`config.mk`:
```
export PLATFORM = sky130hd
export DESIGN_NAME = rcv_ctrl
export DESIGN_NICKNAME = d
export VERILOG_FILES = /design/src/rtl/rcv_pkg.sv /design/src/rtl/rcv_timer.sv /design/src/rtl/rcv_ctrl.sv
export SDC_FILE = /design/constraint.sdc
export NUM_CORES = 1
export LEC_CHECK = 0
export ABC_AREA = 1
export BUFFER_PORTS_ARGS = -buffer_cell sky130_fd_sc_hd__clkbuf_2
export CORE_ASPECT_RATIO = 2
export CORE_MARGIN = 2
export CORE_UTILIZATION = 57
export CTS_CLUSTER_DIAMETER = 80
export CTS_CLUSTER_SIZE = 24
export DETAILED_ROUTE_END_ITERATION = 6
export MAX_ROUTING_LAYER = met4
export PLACE_DENSITY = 0.78
export SLEW_MARGIN = 20
export SYNTH_ARGS = -nofsm -noshare
export SYNTH_HDL_FRONTEND = slang
export SYNTH_HIERARCHICAL = 1
export SYNTH_SLANG_ARGS = --single-unit
```
`constraint.sdc`:
```
create_clock -name clk -period 1.9 [get_ports clk]
set_clock_uncertainty 0.05 [all_clocks]
set_input_delay 0.095 -clock clk [delete_from_list [all_inputs] [get_ports clk]]
set_output_delay 0.095 -clock clk [all_outputs]
set_load 0.02 [all_outputs]
```
`src/rtl/rcv_pkg.sv`:
```
// -----------------------------------------------------------------------------
// rcv_pkg -- shared definitions for the UART receive controller.
//
// Contents:
//   DATA_BITS             payload bits per frame
//   DEFAULT_CLKS_PER_BIT  default bit period in clk cycles
//   rcv_state_e           receiver FSM state encoding
//   even_parity()         parity bit that makes the total count of ones even
//
// Configuration: RCV_PARITY_EN adds the StParity state.
// -----------------------------------------------------------------------------
package rcv_pkg;

    localparam int unsigned DATA_BITS            = 8;
    localparam int unsigned DEFAULT_CLKS_PER_BIT = 10;

    typedef enum logic [2:0] {
        StIdle     = 3'd0,
        StStartChk = 3'd1,
        StData     = 3'd2,
`ifdef RCV_PARITY_EN
        StParity   = 3'd3,
`endif
        StStop     = 3'd4,
        StLoad     = 3'd5
    } rcv_state_e;

    function automatic logic even_parity(input logic [DATA_BITS-1:0] d);
        return ^d;
    endfunction

endpackage

```
`src/rtl/rcv_timer.sv`:
```
// -----------------------------------------------------------------------------
// rcv_timer -- bit-period counter for the UART receiver.
//
// Counts clk cycles since the last clear. half_o marks the middle of the start
// bit (CLKS_PER_BIT/2 cycles after clear), full_o marks one full bit period.
//
// Ports:
//   clk     in   system clock
//   n_rst   in   asynchronous active-low reset
//   clr_i   in   restart the count at zero on the next edge
//   half_o  out  half-period strobe
//   full_o  out  full-period strobe
// -----------------------------------------------------------------------------
module rcv_timer #(
    parameter int unsigned CLKS_PER_BIT = 10
) (
    input  logic clk,
    input  logic n_rst,
    input  logic clr_i,
    output logic half_o,
    output logic full_o
);

    localparam int unsigned CntW = $clog2(CLKS_PER_BIT + 1);

    logic [CntW-1:0] cnt_q, cnt_d;

    // Count 0 is the first cycle after the clear, so the strobes fire on
    // count N-1, i.e. N cycles after the clearing event.
    always_comb begin
        cnt_d = clr_i ? '0 : cnt_q + 1'b1;
    end

    always_ff @(posedge clk or negedge n_rst) begin
        if (!n_rst) begin
            cnt_q <= '0;
        end else begin
            cnt_q <= cnt_d;
        end
    end

    assign half_o = (cnt_q == CntW'(CLKS_PER_BIT / 2 - 1));
    assign full_o = (cnt_q == CntW'(CLKS_PER_BIT - 1));

endmodule

```
`src/rtl/rcv_ctrl.sv`:
```
// -----------------------------------------------------------------------------
// rcv_ctrl -- UART receive controller (8 data bits, LSB first, 1 stop bit).
//
// Ports:
//   clk            in   system clock, all state on rising edge
//   n_rst          in   asynchronous active-low reset
//   serial_in      in   raw UART line (idle high, asynchronous)
//   fifo_full      in   receive FIFO full flag
//   data_read      in   one-cycle pulse, clears overrun_error
//   w_enable       out  one-cycle FIFO write strobe
//   w_data         out  received byte; holds the last written byte otherwise
//   framing_error  out  last frame had a zero stop bit
//   overrun_error  out  sticky: a good frame was dropped because FIFO was full
//   parity_error   out  last frame failed even parity (0 if parity disabled)
//
// Configuration: define RCV_PARITY_EN to expect one even-parity bit after
// the data bits.
// -----------------------------------------------------------------------------
module rcv_ctrl
    import rcv_pkg::*;
#(
    parameter int unsigned CLKS_PER_BIT = DEFAULT_CLKS_PER_BIT
) (
    input  logic                 clk,
    input  logic                 n_rst,
    input  logic                 serial_in,
    input  logic                 fifo_full,
    input  logic                 data_read,
    output logic                 w_enable,
    output logic [DATA_BITS-1:0] w_data,
    output logic                 framing_error,
    output logic                 overrun_error,
    output logic                 parity_error
);

    rcv_state_e           state_q, state_d;
    logic                 sync1_q, rx_q, rx_prev_q;
    logic                 edge_pend_q, edge_pend_d;
    logic [2:0]           bit_cnt_q, bit_cnt_d;
    logic [DATA_BITS-1:0] shift_q, shift_d;
    logic [DATA_BITS-1:0] w_data_q, w_data_d;
    logic                 framing_q, framing_d;
    logic                 overrun_q, overrun_d;
    logic                 set_ovr;
    logic                 tmr_clr, tmr_half, tmr_full;
    logic                 fall, start;
`ifdef RCV_PARITY_EN
    logic                 parity_q, parity_d;
`endif

    rcv_timer #(
        .CLKS_PER_BIT (CLKS_PER_BIT)
    ) u_timer (
        .clk    (clk),
        .n_rst  (n_rst),
        .clr_i  (tmr_clr),
        .half_o (tmr_half),
        .full_o (tmr_full)
    );

    assign fall  = rx_prev_q & ~rx_q;
    // A fall seen while busy finishing a frame is remembered so IDLE can act
    // on it; the line is already low by then, so no new edge would appear.
    assign start = fall | edge_pend_q;

    always_comb begin
        state_d     = state_q;
        edge_pend_d = edge_pend_q;
        bit_cnt_d   = bit_cnt_q;
        shift_d     = shift_q;
        w_data_d    = w_data_q;
        framing_d   = framing_q;
        set_ovr     = 1'b0;
        tmr_clr     = 1'b0;
        w_enable    = 1'b0;
`ifdef RCV_PARITY_EN
        parity_d    = parity_q;
`endif
        case (state_q)
            StIdle: begin
                tmr_clr     = 1'b1;
                edge_pend_d = 1'b0;
                if (start) begin
                    state_d   = StStartChk;
                    framing_d = 1'b0;
`ifdef RCV_PARITY_EN
                    parity_d  = 1'b0;
`endif
                end
            end
            StStartChk: begin
                if (tmr_half) begin
                    tmr_clr = 1'b1;
                    // Line back high at mid start bit: a glitch, drop silently.
                    state_d = rx_q ? StIdle : StData;
                end
            end
            StData: begin
                if (tmr_full) begin
                    tmr_clr   = 1'b1;
                    shift_d   = {rx_q, shift_q[DATA_BITS-1:1]};
                    bit_cnt_d = bit_cnt_q + 3'd1;
                    if (bit_cnt_q == 3'(DATA_BITS - 1)) begin
`ifdef RCV_PARITY_EN
                        state_d = StParity;
`else
                        state_d = StStop;
`endif
                    end
                end
            end
`ifdef RCV_PARITY_EN
            StParity: begin
                if (tmr_full) begin
                    tmr_clr = 1'b1;
                    if (rx_q != even_parity(shift_q)) begin
                        parity_d = 1'b1;
                        state_d  = StIdle;
                    end else begin
                        state_d  = StStop;
                    end
                end
            end
`endif
            StStop: begin
                if (fall) edge_pend_d = 1'b1;
                if (tmr_full) begin
                    tmr_clr = 1'b1;
                    if (rx_q) begin
                        state_d = StLoad;
                    end else begin
                        framing_d = 1'b1;
                        state_d   = StIdle;
                    end
                end
            end
            StLoad: begin
                tmr_clr = 1'b1;
                if (fall) edge_pend_d = 1'b1;
                if (fifo_full) begin
                    set_ovr = 1'b1;
                end else begin
                    w_enable = 1'b1;
                    w_data_d = shift_q;
                end
                state_d = StIdle;
            end
            default: begin
                tmr_clr = 1'b1;
                state_d = StIdle;
            end
        endcase
    end

    // Set wins over a coincident data_read.
    assign overrun_d = set_ovr | (overrun_q & ~data_read);

    always_ff @(posedge clk or negedge n_rst) begin
        if (!n_rst) begin
            state_q     <= StIdle;
            sync1_q     <= 1'b1;
            rx_q        <= 1'b1;
            rx_prev_q   <= 1'b1;
            edge_pend_q <= 1'b0;
            bit_cnt_q   <= '0;
            shift_q     <= '0;
            w_data_q    <= '0;
            framing_q   <= 1'b0;
            overrun_q   <= 1'b0;
        end else begin
            state_q     <= state_d;
            sync1_q     <= serial_in;
            rx_q        <= sync1_q;
            rx_prev_q   <= rx_q;
            edge_pend_q <= edge_pend_d;
            bit_cnt_q   <= bit_cnt_d;
            shift_q     <= shift_d;
            w_data_q    <= w_data_d;
            framing_q   <= framing_d;
            overrun_q   <= overrun_d;
        end
    end

`ifdef RCV_PARITY_EN
    always_ff @(posedge clk or negedge n_rst) begin
        if (!n_rst) begin
            parity_q <= 1'b0;
        end else begin
            parity_q <= parity_d;
        end
    end
    assign parity_error = parity_q;
`else
    assign parity_error = 1'b0;
`endif

    // The write strobe is combinational in LOAD, so present the new byte
    // in that same cycle and the held byte otherwise.
    assign w_data        = w_enable ? shift_q : w_data_q;
    assign framing_error = framing_q;
    assign overrun_error = overrun_q;

endmodule

```
Yosys cells after proc, flatten, opt, wreduce, memory -nomap -nowiden
Index checks and enable logic that the tools add are counted.
{"block": "totals", "regBits": 32, "output_inout_bits": 12, "word_cells": 67}
{"block": "op_classes", "addsub": 2, "n_eq_ne": 14, "muxes": 23, "n_bitwise": 7, "reduce_logical": 10}
{"operator": "3-bit 2-to-1 mux", "n": 6}
{"operator": "2-bit inequality test, second input constant", "n": 6}
{"operator": "3-bit one-hot mux with 4 select lines", "n": 1}
{"operator": "1-bit 2-to-1 mux", "n": 10}
{"operator": "3-bit equality test, second input constant", "n": 3}
{"operator": "8-bit 2-to-1 mux", "n": 1}
{"operator": "1-bit one-hot mux with 2 select lines", "n": 3}
{"operator": "2-bit AND reduction", "n": 3}
{"operator": "5-bit AND reduction", "n": 1}
{"operator": "4-bit by 1-bit adder with 4-bit output, second input constant", "n": 1}
{"operator": "4-bit by 3-bit equality test with 1-bit output, second input constant", "n": 1}
{"operator": "4-bit equality test, second input constant", "n": 1}
{"operator": "4-bit 2-to-1 mux", "n": 1}
{"operator": "4-bit AND reduction", "n": 1}
{"operator": "2-bit nonzero test", "n": 2}
{"operator": "2-bit OR reduction", "n": 2}
{"operator": "3-bit by 1-bit adder with 3-bit output, second input constant", "n": 1}
{"operator": "3-bit by 1-bit equality test with 1-bit output, second input constant", "n": 1}
{"operator": "3-bit by 2-bit equality test with 1-bit output, second input constant", "n": 1}
{"operator": "3-bit logical NOT", "n": 1}
{"operator": "1-bit NOT", "n": 3}
{"operator": "1-bit bitwise AND", "n": 2}
{"operator": "2-bit 2-to-1 mux", "n": 1}
{"operator": "2-bit by 1-bit inequality test with 1-bit output, second input constant", "n": 1}
{"operator": "1-bit OR", "n": 2}

Depth between registers and ports, before layout
Gate-level depths: netlist (run 1).
{"block": "depth", "depth_word": 5, "mapped_depth": 10, "depth_no_buf": 10}

By module
The synthesis (run 1) kept the hierarchy.
{"module": "rcv_ctrl", "instances": 1, "cells_each": 142, "area_each_um2": 1311.3, "seq_area_each_um2": 704.4}
{"module": "rcv_timer", "instances": 1, "cells_each": 25, "area_each_um2": 214.0, "seq_area_each_um2": 100.1}

Least setup slack after synthesis (run 1)
Ideal clock, no wire load.
{"block": "synth_path", "path_kind": "register to register", "startpoint": "register state_q[2]", "endpoint": "register w_data_q[1]", "setup_time_ps": 186, "t_arrival_ps": 1388, "slack_ps": 276, "stages_incl_launch_ff": 7, "path_buffers": 2, "period_less_slack_ps": 1624, "cell_sequence": "dfrtp_1 -> buf_4 -> inv_2 -> nor2_4 -> nand3_4 -> buf_6 -> o21ai_0"}
{"block": "synth_between", "elab_chain_cells": 2}
{"item": "from (decl)", "line_no": "rcv_ctrl.sv:36", "text": "rcv_state_e state_q, state_d;"}
{"item": "from (signal assigned)", "line_no": "rcv_ctrl.sv:160", "text": "state_q <= StIdle;"}
{"item": "from (signal assigned)", "line_no": "rcv_ctrl.sv:171", "text": "state_q <= state_d;"}
{"item": "3-bit equality test", "line_no": "rcv_ctrl.sv:79", "text": "case (state_q)"}
{"item": "2-bit AND reduction (no source line)"}
{"item": "to (signal assigned)", "line_no": "rcv_ctrl.sv:178", "text": "w_data_q <= w_data_d;"}
{"item": "to (decl)", "line_no": "rcv_ctrl.sv:41", "text": "logic [DATA_BITS-1:0] w_data_q, w_data_d;"}
No other way between the ends.
A chain may end at the register's enable or synchronous reset.

Worst setup path in the final report (run 1)
{"block": "layout_path", "startpoint": "register state_q[2]", "endpoint": "output port w_data[4]"}
{"block": "layout_between", "elab_chain_cells": 3}
{"item": "3-bit equality test", "line_no": "rcv_ctrl.sv:79"}
{"item": "1-bit 2-to-1 mux", "line_no": "rcv_ctrl.sv:79"}
{"item": "8-bit 2-to-1 mux", "line_no": "rcv_ctrl.sv:199", "text": "assign w_data = w_enable ? shift_q : w_data_q;"}
{"item": "to (decl)", "line_no": "rcv_ctrl.sv:30", "text": "output logic [DATA_BITS-1:0] w_data,"}
No other way between the ends.

==> results of run 1 <==
==> flip-flops by register name, summed over array words and instances (netlist names) <==
register and flops:
shift_q 8, w_data_q 8, u_timer/cnt_q 4, bit_cnt_q 3, state_q 3, edge_pend_q 1, framing_error 1, overrun_error 1
rx_prev_q 1, rx_q 1, sync1_q 1
==> through the flow <==
| step | cell area [um2] | worst slack [ns] |
|---|---|---|
| finish | 1752 | 0.1263 |
| global route | 1752 | 0.01016 |
| CTS | 1750 | 0.03451 |
| detailed placement | 1594 | 0.1581 |
| global placement | 1594 | 0.2892 |
| floorplan | 1525 | 0.2764 |
==> area by class of cell <==
class                      instances  area, um2
tap                               28      35.03
multi-input combinational        104      574.3
clock inverter                     1      30.03
clock buffer                       7      96.34
inverter                          26      97.59
sequential                        32      805.8
fill                             204      785.8
timing repair buffer              19      112.6
==> final timing paths <==
path	endpoint	slack, ns
max in group asynchronous	state_q[2]$_DFFE_PN0P_	0.90
min in group asynchronous	bit_cnt_q[1]$_DFFE_PN0P_	0.37
setup / recovery	w_data[4]	0.13
hold reg to reg	rx_q$_DFF_PN1_	0.31
setup reg to reg	u_timer/cnt_q[2]$_DFF_PN0_	0.18
hold / removal	overrun_error$_DFF_PN0_	0.03
==> worst max-delay path: stages (launching register included) <==
cell and delay, ns:
dfrtp_2 0.44, inv_2 0.11, nor2_4 0.14, nand3_4 0.18, o21ai_0 0.26, clkbuf_2 0.21
==> power by group through the flow <==
| stage | sequential (W) | combinational [W] | clock [W] |
|---|---|---|---|
| CTS | 0.000836 | 0.000515 | 0.000717 |
| finish | 0.000841 | 0.000521 | 0.000708 |
| global placement | 0.000840 | 0.000483 | 0 |
| floorplan | 0.000814 | 0.000426 | 0 |
| global route | 0.000848 | 0.000597 | 0.000746 |
| detailed placement | 0.000848 | 0.000504 | 0 |
==> kinds of logic after synthesis <==
family,count (synthesis),synth area share
xor gates and xnor gates,1,0.005743
other,1,0.002459
DFF,32,0.5275
and+or+nand+nor,71,0.2174
adders and majority gates,5,0.04102
buffers and inverters,31,0.09597
AOI/OAI and AO/OA,26,0.1099
==> cell usage in the layout, fill, tap and decap left out, drive strengths merged, types with 2 or more instances in the layout <==
master and count:
nand4 3, nand3 11, o21ai 24, dlygate4sd3 3
nand2 43, nor2 13, a21oi 2, clkbuf 22
dfrtp 29, ha 5, inv 26, dfstp 3
==> what timing repair did <==
item	4_1_cts	5_1_grt
hold endpoints to repair	31	0
resized for setup	0	8
endpoints found under the setup margin	0	10
hold buffers	3	0
==> synth_stat cells, drive strengths merged <==
master,instances
nand3b,1
nand2,43
ha,5
o21ai,24
dfstp,3
dfrtp,29
conb,1
xnor2,1
nand3,11
a21oi,2
buf,5
inv,26
nand4,3
nor2,13
==> metal layers <==
metal,global-route usage,vias up,share of wire,wire (um)
li1,-,565,-,-
met1,0.2275,544,0.36,1019
met2,0.3825,41,0.57,1586
met3,0.05491,12,0.042,117
met4,0.1000,0,0.029,80
met5,-,-,0,0
==> metrics.cfg, run 1 <==
[power_and_ir_drop]
power_frac_clock=0.342
leakage_nw=0.8929
p_switching_w=0.0006953
switching_share=0.3359
peakVddDrop_uv=725.4
power_density_nw_per_um2=1182
power_w=0.002070
pwr-share-seq=0.406
power_frac_comb=0.252
p_int_w=0.001374

[hold_path]
hold_start=fifo_full
hp-class=in -> reg
holdPathStages=3

[clock_network]
cts.path.max_buffers=2
cts-root-buf=clkbuf_8
numCtsBuffers=5
clkTransAtPathRegs_ns=0.07
cts_tree=yes
clk_latency_ns=0.28
cts_num_sinks=32
post_cts_buffers=0
htreeDepth=2

[layout]
nNetsFinal=198
instances_no_fill=217
post-route-util=0.6903
area_growth_syn_to_layout_pct=14.85
drive_above_1_share=0.2593
antennaDiodeCount=0

[drt]
drc=0
avgViaCountPerCell=5.355
drt_iter0_drc=43
ant_nets=0
avgRoutedWirePerCell_um=12.93
wirelength_um=2805
num_vias=1162
first_pass_iters=4

[global_route]
grt_max_degree=33
grt_remaining_overflow=0
antenna_found_initial=0
grt_pass1_wl_um=4836
first_global_vias=1155
grt.total_usage=0.2273

[synthesis]
ys_ff_latch=32
syn_area_per_cell_um2=9.133
netlist_area_um2=1525
synth_top_area_share=0.4758
ys_types=23
yosys_warnings=6
synthTopCellsByArea=dfrtp_1, nand2_1, o21ai_2
synth_fp_nets=177
synth_cells=167
post-synth-top-area-cell=dfrtp_1
yosysSeqAreaShare=0.5275

[critical_path]
worstSetupStartpointType=flop
cp_max_fo=16
worstSetupEndpointType=primary output
crit_required_ns=1.75
arrival_ns=1.63
reg2regPathDepth=9
timing.rr.start=u_timer/cnt_q[1]$_DFF_PN0_
worstSetupPathType=reg -> out
crit_start=state_q[2]$_DFFE_PN0P_

[die]
die_w_um=40.58
dieArea_um2=3131
initial_utilization=0.6011
row_count=26
core_um2=2537
io_pins=17
fp.dieH_um=77.16

[placement]
dp_hpwl_um=2018
port_buffers=15
place_inst=206
place_congestion=0.8641

[sta]
setup_viol=0
clock.fmax_mhz=563.8
drv_slew=0
hold_slack_ns=0.03327
timing.final.crit_period_ns=1.774
tightestPinTransition_ns=0.7731
finalSetupTns_ns=0
relSlewSlack=0.4846
rsz0062_at_grt=no
final_hold_viol_count=0
min_period_over_period=0.9335

[status]
outcome=finished clean

[flow_run]
maxCapViolCount=0

Note: power is estimated with default switching activity, not from simulation.
==> run 2, diff against run 1 <==
--- a/config.mk
+++ b/config.mk
@@ -6,15 +6,18 @@
 export NUM_CORES = 1
 export LEC_CHECK = 0
 export ABC_AREA = 1
-export BUFFER_PORTS_ARGS = -buffer_cell sky130_fd_sc_hd__clkbuf_2
+export CELL_PAD_IN_SITES_DETAIL_PLACEMENT = 1
+export CELL_PAD_IN_SITES_GLOBAL_PLACEMENT = 2
 export CORE_ASPECT_RATIO = 2
 export CORE_MARGIN = 2
-export CORE_UTILIZATION = 57
+export CORE_UTILIZATION = 38
 export CTS_CLUSTER_DIAMETER = 80
 export CTS_CLUSTER_SIZE = 24
 export DETAILED_ROUTE_END_ITERATION = 6
+export DONT_BUFFER_PORTS = 1
 export MAX_ROUTING_LAYER = met4
-export PLACE_DENSITY = 0.78
+export PLACE_DENSITY_LB_ADDON = 0.1
+export RECOVER_POWER = 50
 export SLEW_MARGIN = 20
 export SYNTH_ARGS = -nofsm -noshare
 export SYNTH_HDL_FRONTEND = slang
==> metrics.cfg, run 2 (synthesis results as in run 1) <==
[die]
io_pins=17  ; unchanged
row_count=32  ; +23%
die_w_um=48.80  ; +20%
fp.dieH_um=93.60  ; +21%
initial_utilization=0.3968  ; -0.2043
core_um2=3844  ; +51%
dieArea_um2=4567  ; +46%

[drt]
avgViaCountPerCell=4.672  ; -13%
drt_iter0_drc=3  ; -93%
ant_nets=0  ; unchanged
num_vias=1098  ; -5.5%
drc=0  ; unchanged
avgRoutedWirePerCell_um=13.51  ; +4.6%
first_pass_iters=2  ; -2
wirelength_um=3176  ; +13%

[clock_network]
cts_num_sinks=32  ; unchanged
htreeDepth=2  ; unchanged
clkTransAtPathRegs_ns=0.07  ; about the same
cts_tree=yes
numCtsBuffers=5  ; unchanged
clk_latency_ns=0.28  ; about the same
cts.path.max_buffers=2  ; unchanged
cts-root-buf=clkbuf_8

[placement]
place_inst=222  ; +7.8%
place_congestion=0.8844  ; +2.3%
dp_hpwl_um=2269  ; +12%
port_buffers=0  ; -15

[global_route]
grt_max_degree=33  ; unchanged
antenna_found_initial=0  ; unchanged
grt.met3_usage=0.02875  ; -0.02616
grt_remaining_overflow=0  ; unchanged
met2_usage=0.2900  ; -0.09259
grt.total_usage=0.1585  ; -0.06883
grt.met1_usage=0.1530  ; -0.07458
grt_pass1_wl_um=5354  ; +11%
first_global_vias=1209  ; +4.7%
top_usage_layer=met2

[hold_path]
hold_end=w_data_q[7]$_DFFE_PN0P_
hold_start=fifo_full
holdPathStages=4  ; +1
hp-class=in -> reg

[critical_path]
worstSetupPathType=reg -> out
crit_required_ns=1.75  ; about the same
worstSetupEndpointType=primary output
r2r_slack_ns=0.23  ; +0.05 ns
worstSetupStartpointType=flop
timing.rr.start=u_timer/cnt_q[1]$_DFF_PN0_
r2r-end=u_timer/cnt_q[2]$_DFF_PN0_
arrival_ns=1.56  ; -0.07 ns
cp_max_fo=16  ; unchanged
reg2regPathDepth=9  ; unchanged

[power_and_ir_drop]
leakage_nw=0.8723  ; -2.3%
power_w=0.002014  ; -2.7%
power_density_nw_per_um2=1141  ; -3.5%
peakVddDrop_uv=687.4  ; -5.2%

[sta]
drv_slew=0  ; unchanged
min_period_over_period=0.8970  ; -0.03657
setup_viol=0  ; unchanged
finalSetupTns_ns=0  ; unchanged
final_hold_viol_count=0  ; unchanged
clock.fmax_mhz=586.8  ; +4.1%
tightestPinTransition_ns=0.8179  ; +0.04482 ns
relSlewSlack=0.4547  ; -0.02988
hold_slack_ns=0.2761  ; +0.2428 ns
timing.final.crit_period_ns=1.704  ; -0.06948 ns
rsz0062_at_grt=no

[layout]
nNetsFinal=193  ; -2.5%
instances_no_fill=235  ; +8.3%
drive_above_1_share=0.2283  ; -0.03100
final_common_cell=nand2_1
area_growth_syn_to_layout_pct=15.75
reg.largest.list=shift_q: 8 flops, w_data_q: 8 flops, u_timer/cnt_q: 4 flops
antennaDiodeCount=0  ; unchanged
fill_cells=471  ; +130%
final_cell_mix=nand2_1, dfrtp_1, inv_1

[status]
outcome=finished clean

[flow_run]
maxCapViolCount=0  ; unchanged

run 2: changes by cell type in the layout (fill, tap and decap cells not counted), moves of 2 or more:
cell,previous run,this run
clkbuf_8,7,5
o21ai_0,6,12
buf_4,1,9
clkbuf_2,15,1
o21ai_1,8,2
run 2: per-stage QoR:
| step | util | setup slack, ns | cell area (um2) |
|---|---|---|---|
| 2_1_floorplan | - | 0.2764 | 1525 |
| 3_3_place_gp | 0.4183 | 0.2164 | 1608 |
| 3_5_place_dp | 0.4183 | 0.07972 | 1608 |
| 4_1_cts | 0.4629 | 0.07019 | 1779 |
| 5_1_grt | 0.4593 | 0.02508 | 1765 |
| 6_report | 0.4593 | 0.1958 | 1765 |
run 2: area by class of cell:
type                            instances  area [um2]  area share
Sequential cell                        32       805.8      0.4564
Multi-Input combinational cell        104       574.3      0.3253
Timing Repair Buffer                   14       112.6     0.06378
Inverter                               26       97.59     0.05528
Clock buffer                            5       68.82     0.03898
Tap cell                               51       63.81     0.03614
Clock inverter                          3       42.54     0.02410
run 2: metal layers:
layer,vias up,part of all wire,routed length (um)
met5,-,0,0
met4,0,0.041,131
met3,12,0.020,62
met2,17,0.55,1756
met1,518,0.39,1225
li1,551,-,-
run 2: repair_timing:
action,CTS,global route
setup buffers,0,0
hold endpoints to repair,34,0
endpoints found under the setup margin,0,10
resized for setup,0,2
hold buffers,5,0
run 2: power breakdown:
part | switching [W] | internal, W | total (W) | leakage, nW
logic | 0.000355 | 0.000169 | 0.000524 | 0.388
clock network | 0.000260 | 0.000388 | 0.000648 | 0.0541
registers | 0.0000995 | 0.000742 | 0.000842 | 0.430
total | 0.000715 | 0.00130 | 0.00201 | 0.872
run 2: worst max-delay path: stages (launching register included):
cell and delay, ns:
dfrtp_2 0.45, inv_2 0.11, nor2_4 0.14, nand3_4 0.18, o21ai_0 0.22, buf_4 0.18
run 2: worst max-delay path by stage:
stage	from	to	slack [ns]	depth (start not counted)
after floorplan	state_q[2]$_DFFE_PN0P_	w_data_q[1]$_DFFE_PN0P_	0.28	6
after detailed placement	u_timer/cnt_q[1]$_DFF_PN0_	u_timer/cnt_q[2]$_DFF_PN0_	0.08	9
after global routing	state_q[2]$_DFFE_PN0P_	w_data[5]	0.03	5
after CTS	state_q[2]$_DFFE_PN0P_	w_data[5]	0.07	5
after global placement	u_timer/cnt_q[1]$_DFF_PN0_	u_timer/cnt_q[2]$_DFF_PN0_	0.22	9
final	state_q[2]$_DFFE_PN0P_	w_data[5]	0.20	5
==> run 3, diff against run 2 <==
--- a/config.mk
+++ b/config.mk
@@ -6,6 +6,7 @@
 export NUM_CORES = 1
 export LEC_CHECK = 0
 export ABC_AREA = 1
+export ABC_CLOCK_PERIOD_IN_PS = 1900
 export CELL_PAD_IN_SITES_DETAIL_PLACEMENT = 1
 export CELL_PAD_IN_SITES_GLOBAL_PLACEMENT = 2
 export CORE_ASPECT_RATIO = 2
@@ -21,5 +22,4 @@
 export SLEW_MARGIN = 20
 export SYNTH_ARGS = -nofsm -noshare
 export SYNTH_HDL_FRONTEND = slang
-export SYNTH_HIERARCHICAL = 1
 export SYNTH_SLANG_ARGS = --single-unit
==> metrics.cfg, run 3 <==
[sta]
timing.final.crit_period_ns=1.725  ; +0.02106 ns
tightestPinTransition_ns=0.8147  ; -0.003273 ns
drv_slew=0  ; unchanged
final_hold_viol_count=0  ; unchanged
min_period_over_period=0.9081  ; +0.01108
relSlewSlack=0.4569  ; +0.002182
clock.fmax_mhz=579.6  ; -1.2%
finalSetupTns_ns=0  ; unchanged
rsz0062_at_grt=no
setup_viol=0  ; unchanged

[global_route]
top_usage_layer=met2
grt_pass1_wl_um=4871  ; -9.0%
grt.met1_usage=0.1617  ; +0.008780
met2_usage=0.2767  ; -0.01329
antenna_found_initial=0  ; unchanged
grt_remaining_overflow=0  ; unchanged
first_global_vias=1112  ; -8.0%
grt_max_degree=33  ; unchanged
grt.met3_usage=0.02982  ; +0.001067
grt.total_usage=0.1622  ; +0.003708

[critical_path]
worstSetupStartpointType=flop
arrival_ns=1.58  ; +0.02 ns
worstSetupPathType=reg -> out
worstSetupEndpointType=primary output
cp_max_fo=16  ; unchanged
crit_required_ns=1.75  ; about the same
reg2regPathDepth=4  ; -5

[clock_network]
cts_num_sinks=32  ; unchanged
cts-root-buf=clkbuf_8
clk_latency_ns=0.28  ; about the same
cts.path.max_buffers=2  ; unchanged
htreeDepth=2  ; unchanged
post_cts_buffers=0  ; unchanged
numCtsBuffers=5  ; unchanged
clkTransAtPathRegs_ns=0.07  ; about the same
cts_tree=yes

[die]
core_um2=3646  ; -5.1%
die_w_um=47.68  ; -2.3%
io_pins=17  ; unchanged
dieArea_um2=4356  ; -4.6%
fp.dieH_um=91.36  ; -2.4%
row_count=31  ; -3.1%
initial_utilization=0.3977  ; +0.0009251

[synthesis]
async_flop_share=1.000  ; unchanged
yosysSeqAreaShare=0.5548  ; +0.02731
yosys_warnings=0  ; -6
yosysMostFrequentCell=nand2_1
synthTopCellsByArea=dfrtp_1, nand2_1, dfstp_2
synthAdderAreaFrac=0.04314  ; +0.002123
netlist_area_um2=1450  ; -4.9%
yosys.area_share.xor_xnor=0.01812  ; +0.01238
synth_commonest_cells=nand2_1, dfrtp_1, inv_1, nor2_1
syn_area_per_cell_um2=9.478  ; +3.8%
synth_cells=153  ; -8.4%
synthMuxAreaShare=0  ; unchanged
synth_fp_nets=163  ; -7.9%
synthSimpleGateAreaFrac=0.2105  ; -0.006865
synthFlopType=dfrtp_1
synth_edf_count=0  ; unchanged
synth_top_family_by_area=simple AND/OR/NAND/NOR gates
ys_types=26  ; +13%
synth_top_area_share=0.5004  ; +0.02463
ys_ff_latch=32  ; unchanged
post-synth-top-area-cell=dfrtp_1
synth_compound_area_frac=0.09318  ; -0.01674

[drt]
first_pass_iters=4  ; +2
drt_iter0_drc=10  ; +7
avgViaCountPerCell=4.767  ; +2.0%
drc=0  ; unchanged
wirelength_um=2932  ; -7.7%
avgRoutedWirePerCell_um=13.64  ; +0.91%
num_vias=1025  ; -6.6%
ant_nets=0  ; unchanged

[layout]
reg.largest.list=shift_q: 8 flops, w_data_q: 8 flops, u_timer.cnt_q: 4 flops
instances_no_fill=215  ; -8.5%
area_growth_syn_to_layout_pct=14.24
antennaDiodeCount=0  ; unchanged
final_common_cell=nand2_1
multiInputGateArea_um2=540.5  ; -5.9%
seqCellArea_um2=804.5  ; -0.16%
nNetsFinal=175  ; -9.3%
fill_cells=454  ; -3.6%
final_cell_mix=nand2_1, dfrtp_1, inv_1
drive_above_1_share=0.1867  ; -0.04151

[power_and_ir_drop]
leakage_nw=0.8063  ; -7.6%
power_density_nw_per_um2=1136  ; -0.44%
peakVddDrop_uv=582.6  ; -15%

[placement]
place_congestion=0.7530  ; -15%
place_inst=202  ; -9.0%
dp_hpwl_um=2168  ; -4.5%
port_buffers=0  ; unchanged

[flow_run]
maxCapViolCount=0  ; unchanged

[hold_path]
holdPathStages=3  ; -1
hp-class=in -> reg

[status]
outcome=finished clean

run 3: cell types whose count changed in the layout (fill, tap and decap cells not counted), moves of 3 or more:
cell	change
o21ai_0	-5
nand4_1	-3
nand2_1	-3
o21ai_2	-3
buf_4	-6
run 3: metrics by stage:
step           setup slack (ns)  power [W]  utilization  area, um2  hold WS (ns)
6_report                 0.1747   0.001881       0.4544       1657        0.2555
2_1_floorplan            0.5385   0.001190            -       1450       -0.2506
5_1_grt                 0.06193   0.002011       0.4544       1657        0.2877
3_5_place_dp             0.3159   0.001306       0.4125       1504       -0.2498
3_3_place_gp             0.3577   0.001294       0.4125       1504       -0.2500
4_1_cts                 0.01893   0.001920       0.4564       1664        0.2186
run 3: final timing paths:
check	to	start	slack (ns)
worst max-delay path	w_data[0]	state_q[2]$_DFFE_PN0P_	0.17
worst min-delay path	w_data_q[2]$_DFFE_PN0P_	fifo_full	0.26
worst max register to register	overrun_error$_DFF_PN0_	state_q[1]$_DFFE_PN0P_	0.33
worst min register to register	rx_q$_DFF_PN1_	sync1_q$_DFF_PN1_	0.31
max in group asynchronous	w_data_q[1]$_DFFE_PN0P_	n_rst	0.88
min in group asynchronous	u_timer.cnt_q[3]$_DFF_PN0_	n_rst	0.41
run 3: what timing repair did:
action                                  CTS  global route
hold endpoints to repair                 34             0
hold buffers                              5             0
endpoints found under the setup margin    0             8
gates resized for setup                   0             1
run 3: logic make-up after synthesis:
logic type / Yosys count
fa+ha+maj: 5
flops: 32
compound gates: 20
other cells: 1
buf+inv: 25
xor+xnor: 3
simple gates: 67
run 3: area by class of cell:
class,instances,share of cell area
Clock buffer,8,0.06042
Inverter,22,0.04985
Multi-Input combinational cell,96,0.3263
Sequential cell,32,0.4856
Tap cell,49,0.03701
Timing Repair Buffer,8,0.04079
run 3: power by group:
part	internal, W	switching (W)	total (W)
clock	0.000330	0.000241	0.000571
combinational	0.000154	0.000334	0.000488
sequential	0.000746	0.0000767	0.000823
total	0.00123	0.000651	0.00188
run 3: worst max-delay path, stage by stage (launching register included):
cell and delay (ns):
dfrtp_1 0.42, inv_2 0.10, nor2_2 0.16, nand3_4 0.23, inv_1 0.15, nand2_1 0.06, nand2_1 0.18
run 3: per-layer routing:
metal,wire length (um),up-vias
li1,-,499
met1,1155,510
met2,1663,10
met3,63,6
met4,50,0
met5,0,-
